[src/rtl/vc_read_scheduler.sv]
// Per-input-port read sequencer: per-VC packet FSM, VC-allocation requests, and a
// round-robin pick of one eligible VC for the crossbar slot on each switch grant.
module vc_read_scheduler #(
   parameter int unsigned VC_NUM = 2
) (
   input  logic              clk,
   input  logic              rst,
   input  logic [VC_NUM-1:0] is_empty_i,
   input  logic [VC_NUM-1:0] is_head_i,
   input  logic [VC_NUM-1:0] is_tail_i,
   input  logic [VC_NUM-1:0] va_grant_i,
   input  logic [VC_NUM-1:0] downstream_on_i,
   input  logic              sa_grant_i,
   output logic [VC_NUM-1:0] va_request_o,
   output logic              sa_request_o,
   output logic [VC_NUM-1:0] read_o,
   output logic [VC_NUM-1:0] active_o,
   output logic              err_o
);

   localparam int unsigned PtrW = (VC_NUM > 1) ? $clog2(VC_NUM) : 1;

   localparam logic [1:0] StIdle   = 2'd0;
   localparam logic [1:0] StWaitVa = 2'd1;
   localparam logic [1:0] StActive = 2'd2;

   logic [1:0]      state_q [VC_NUM];
   logic [1:0]      state_d [VC_NUM];
   logic [PtrW-1:0] rr_ptr_q, rr_ptr_d;
   logic            err_q, err_d;

   logic [VC_NUM-1:0] eligible;
   logic [VC_NUM-1:0] read;
   logic [PtrW-1:0]   idx;
   logic [PtrW-1:0]   read_idx;
   logic              found;
   logic              read_fire;

   // Rotating priority search starting at rr_ptr; VC_NUM is a power of two so the
   // index wraps naturally in PtrW bits.
   always_comb begin
      eligible = '0;
      read     = '0;
      idx      = '0;
      read_idx = '0;
      found    = 1'b0;
      for (int unsigned v = 0; v < VC_NUM; v++) begin
         eligible[v] = (state_q[v] == StActive) && !is_empty_i[v] && downstream_on_i[v];
      end
      for (int unsigned i = 0; i < VC_NUM; i++) begin
         idx = rr_ptr_q + PtrW'(i);
         if (!found && eligible[idx]) begin
            found    = 1'b1;
            read_idx = idx;
         end
      end
      read_fire = sa_grant_i && found && !rst;
      if (read_fire) begin
         read[read_idx] = 1'b1;
      end
   end

   always_comb begin
      err_d    = err_q;
      rr_ptr_d = read_fire ? (read_idx + PtrW'(1)) : rr_ptr_q;
      for (int unsigned v = 0; v < VC_NUM; v++) begin
         state_d[v] = state_q[v];
         case (state_q[v])
            StIdle: begin
               if (!is_empty_i[v]) begin
                  if (is_head_i[v]) begin
                     state_d[v] = StWaitVa;
                  end else begin
                     err_d = 1'b1;
                  end
               end
            end
            StWaitVa: begin
               if (va_grant_i[v]) begin
                  state_d[v] = StActive;
               end
            end
            StActive: begin
               if (read[v] && is_tail_i[v]) begin
                  state_d[v] = StIdle;
               end
            end
            default: state_d[v] = StIdle;
         endcase
      end
   end

   always_ff @(posedge clk) begin
      if (rst) begin
         for (int unsigned v = 0; v < VC_NUM; v++) begin
            state_q[v] <= StIdle;
         end
         rr_ptr_q <= '0;
         err_q    <= 1'b0;
      end else begin
         for (int unsigned v = 0; v < VC_NUM; v++) begin
            state_q[v] <= state_d[v];
         end
         rr_ptr_q <= rr_ptr_d;
         err_q    <= err_d;
      end
   end

   // Reset is synchronous, so outputs are masked while rst is high to hide stale state.
   always_comb begin
      for (int unsigned v = 0; v < VC_NUM; v++) begin
         va_request_o[v] = !rst && (state_q[v] == StWaitVa);
         active_o[v]     = !rst && (state_q[v] == StActive);
      end
      sa_request_o = !rst && (|eligible);
      read_o       = read;
      err_o        = !rst && err_q;
   end

endmodule
[config.mk]
export PLATFORM = sky130hd
export DESIGN_NAME = vc_read_scheduler
export DESIGN_NICKNAME = d
export VERILOG_FILES = /design/src/rtl/vc_read_scheduler.sv
export SDC_FILE = /design/constraint.sdc
export NUM_CORES = 1
export LEC_CHECK = 0
export CAP_MARGIN = 25
export CELL_PAD_IN_SITES_DETAIL_PLACEMENT = 1
export CELL_PAD_IN_SITES_GLOBAL_PLACEMENT = 1
export CORE_ASPECT_RATIO = 1.2
export CORE_MARGIN = 3
export CORE_UTILIZATION = 25
export DETAILED_ROUTE_END_ITERATION = 16
export PLACE_DENSITY_LB_ADDON = 0.1
export SLEW_MARGIN = 20
export SYNTH_ARGS = -nofsm -noshare
export SYNTH_HDL_FRONTEND = slang
export SYNTH_SLANG_ARGS = --single-unit
[constraint.sdc]
create_clock -name clk -period 1.2 [get_ports clk]
set_input_delay 0.12 -clock clk [delete_from_list [all_inputs] [get_ports clk]]
set_output_delay 0.12 -clock clk [all_outputs]
set_load 0.03 [all_outputs]
Yosys cells after proc, flatten, opt, wreduce, memory -nomap -nowiden
Memory sizes are Yosys's and may differ from the RTL's. Index checks and enable logic that the tools add are counted.

Div/mod/pow operators: 0. Equal/unequal tests: 4. Magnitude comparators: 4. Bitwise operators: 2. Multiply operators: 0. Shift-type cells: 0. $add $sub $neg: 2. Multiplexer cells: 32. Reductions and logical operators: 23.

Operators with widths (number): 2-bit 2-to-1 mux (11); 1-bit 2-to-1 mux (18); 1-bit logical AND (16); 2-bit case mux with 3 select lines (2); 1-bit by 2-bit less-than comparator with 1-bit output (second input constant) (3); 2-bit by 1-bit == test with 1-bit output (second input constant) (2); 2-bit == test (second input constant) (2); 1-bit logical NOT (4); 2-bit logical NOT (2); 1-bit adder (second input constant) (2); 1-bit OR (2); 2-bit OR reduction (1); 1-bit demux with 1-bit select (1); 1-bit greater-or-equal comparator (second input constant) (1).

Memories: 1. Input port bits: 13. Register bits after elaboration: 2. Logic and storage cells: 70. Memory bits (read-only): 0. RAM bits: 4. Bits in latches: 0.

Memory list: state_q (words 2, width 2, rd ports 2, clocked after Yosys merged registers in 0, write ports 2, RTL line 27) `logic [1:0] state_q [VC_NUM];`.

Longest topological paths before layout
Depth in word-level cells: 18. Depth in mapped cells: 3. Depth with buffers taken out: 3.

Worst setup path after synthesis
OpenSTA, ideal clock, no wires.

Kind: register to output. Start point: mem state_q[1][1] (netlist: state_q[0][3]). End point: out read_o[1]. Stages on the path, launching flop included: 3. Required time: 1.080 ns. Path buffers: 0. Data arrival time: 1.700 ns. Setup slack: -0.620 ns. Cell sequence: dfxtp_1 -> nor3b_2 -> nor3b_1.

RTL lines: start: declaration (RTL line 27); end: declaration (RTL line 16) `output logic [VC_NUM-1:0] read_o,`.

==> run metrics <==
synth unique cells 21; Async SR Flop Fraction 0%; minimum clock period 1.43 ns; # DRC 0; drt first-iter violations 4; Seq/Total Area, Yosys 30.3%; switching fraction of total power 28.1%; Reg power frac 36.6%; vias 490; die width 42.4 microns; maximum VDD drop 0.534 mV; clock latency on the worst-skew pair 0.26 ns; Ports 21; relative slew slack 81.2%; number of global-route vias before repair 556; first-pass GRT wire length 2570 microns; Worst-Margin Slew 0.280 ns; fill count 174; Core Rows 15; warnings from Yosys 0; # setup viols final 6; Layout Skew 0.0116 ns; Post-Syn Instances 44; final hold viol count 0; CTS tree done; crit path DAT 1.31 ns; Crit Path Max Fanout 3; largest net degree at the start of global routing 6; final core utilization 56.5%; GRT Total Usage 16.2%; core area 1460 sq um; Slew Viols, Final 0; mean routed wirelength per cell 14.2 microns; failing checks setup timing; Setup CP Type reg -> out; Critical Path Sink Type output pin; Num CTS Buffers 3; count leader, synth dfxtp_1; final setup margin -0.227 ns; H-tree depth 1; Pre-antenna DRT Iters 3; Post-synth EDFFs 0; Avg Cell Area, Syn 9.01 sq um; antenna-violating nets left 0; proportion of layout cells with a drive suffix above 1 52.4%; Clock Power Share 33.5%; # clock sinks 6; PortBufs 20; Hold/Removal Path Class in -> reg; Main synth FF type dfxtp_1; Psw 168 uW; layout overhead on the synthesized area 109%; Internal Pwr Total 430 uW; Worst-path clk slew 0.04 ns; Synth area leaders dfxtp_1 (30%), nor3b_1 (7.6%), and4bb_1 (6.3%); period utilisation layout 119%; initial antenna violation count 0; syn_nets 57; clk buf depth 2; n_diodes 0; DIE HEIGHT 49.6 microns; CTS Root Cell clkbuf_4; cell taking the most area after synthesis dfxtp_1; P per Cell Area 724 nW/um^2; Routed WL 1410 microns; synthesized area 397 sq um; GPL Wtd Cong 0.747; status finished with violations; Gate power share 29.9%; Leak 0.000340 uW; startpoint types flop; Starting Density 27.1%; top cell type's share of synthesized area 30.3%; # nets final 97; Power, Total 599 uW; Yosys reg bits 6; Max Clk Rate 0.701 GHz; unrepaired setup endpoints after global routing true; WP data required 1.08 ns; GRT Residual Overflow 0; number of max-cap violations 0; DP HPWL 986 microns; vias per std cell 4.95; Die Area 2100 sq um; commonest cells in the netlist dfxtp_1 (6), nor2_1 (5), nor3b_1 (4)
## state kept, by name, indices dropped and copies added, names as in the netlist
| signal | flops |
|---|---|
| err_q | 1 |
| rr_ptr_q | 1 |
| state_q | 4 |
## cell type report
class	instances	area [sq um]	area share [%]
repair buffers	36	335	40.5
multi-input cells	34	313	37.8
flip-flops and latches	6	124	15.0
clock buffers	3	22.5	2.72
well taps	17	21.3	2.57
inverters	3	11.3	1.36
## what timing repair did
item | 4_1_cts | 5_1_grt
endpoints found under the setup margin | 8 | 9
hold buffers | 0 | 0
resized for setup | 19 | 3
setup buffers | 5 | 1
pin swaps | 4 | 1
endpoints found under the hold margin | 0 | 0
## critical path: stages, from the launching register on
cell and delay, ns:
dfxtp_2 0.33, or3b_4 0.41, a211oi_4 0.17, buf_6 0.16
## placed cells by master (no fill, tap or decap), types with 2 or more instances in the layout
cell             instances
clkbuf_4                 3
buf_6                   10
buf_4                   14
nor2_1                   2
nor4_1                   2
clkdlybuf4s50_1         10
nor3_1                   3
nor3b_4                  4
nor3b_1                  2
dfxtp_1                  3
nand3b_1                 2
dlygate4sd2_1            2
inv_1                    2
nor2_2                   3
a21oi_1                  3
dfxtp_2                  3
## cell families after synthesis
logic type      count (synthesis)  synth area share [%]
flops                           6                  30.3
buf+inv                         4                  5.68
compound gates                  9                  16.4
simple gates                   25                  47.6
## metrics by stage
step / hold slack [ns] / worst slack, ns / std cells / TNS [ns] / instance area [sq um]
2_1_floorplan: 0.237 / -0.141 / 44 / -0.149 / 430
3_3_place_gp: 0.454 / -0.276 / 91 / -1.87 / 703
3_5_place_dp: 0.468 / -0.284 / 91 / -1.98 / 703
4_1_cts: 0.408 / -0.220 / 98 / -0.787 / 807
5_1_grt: 0.457 / -0.265 / 99 / -1.27 / 827
6_report: 0.426 / -0.227 / 99 / -0.911 / 827
## final timing paths
check	from	end	slack [ns]	cells past startpoint
max	state_q[0][0]$_SDFFE_PP0P_	read_o[0]	-0.23	3
min	rst	state_q[0][1]$_SDFFE_PP0P_	0.43	3
max reg2reg	state_q[0][0]$_SDFFE_PP0P_	rr_ptr_q$_SDFFE_PP0N_	0.09	4
min reg2reg	err_q$_SDFF_PP0_	err_q$_SDFF_PP0_	0.48	2
## layer usage
metal | global-route usage, % | up-vias | wire length, microns
met5 | 0 | - | 0
met4 | 6.22 | 0 | 6
met3 | 4.38 | 2 | 73
met2 | 28.4 | 17 | 749
met1 | 18.3 | 226 | 580
li1 | - | 245 | -
## power by group through the flow
stage	clock network, uW	logic, uW	registers (uW)
after floorplan	0	62.7	224
after global placement	0	151	221
after detailed placement	0	154	221
after CTS	200	173	218
after global routing	220	194	221
final	201	179	219
Note: power is estimated with default switching activity, not from simulation.
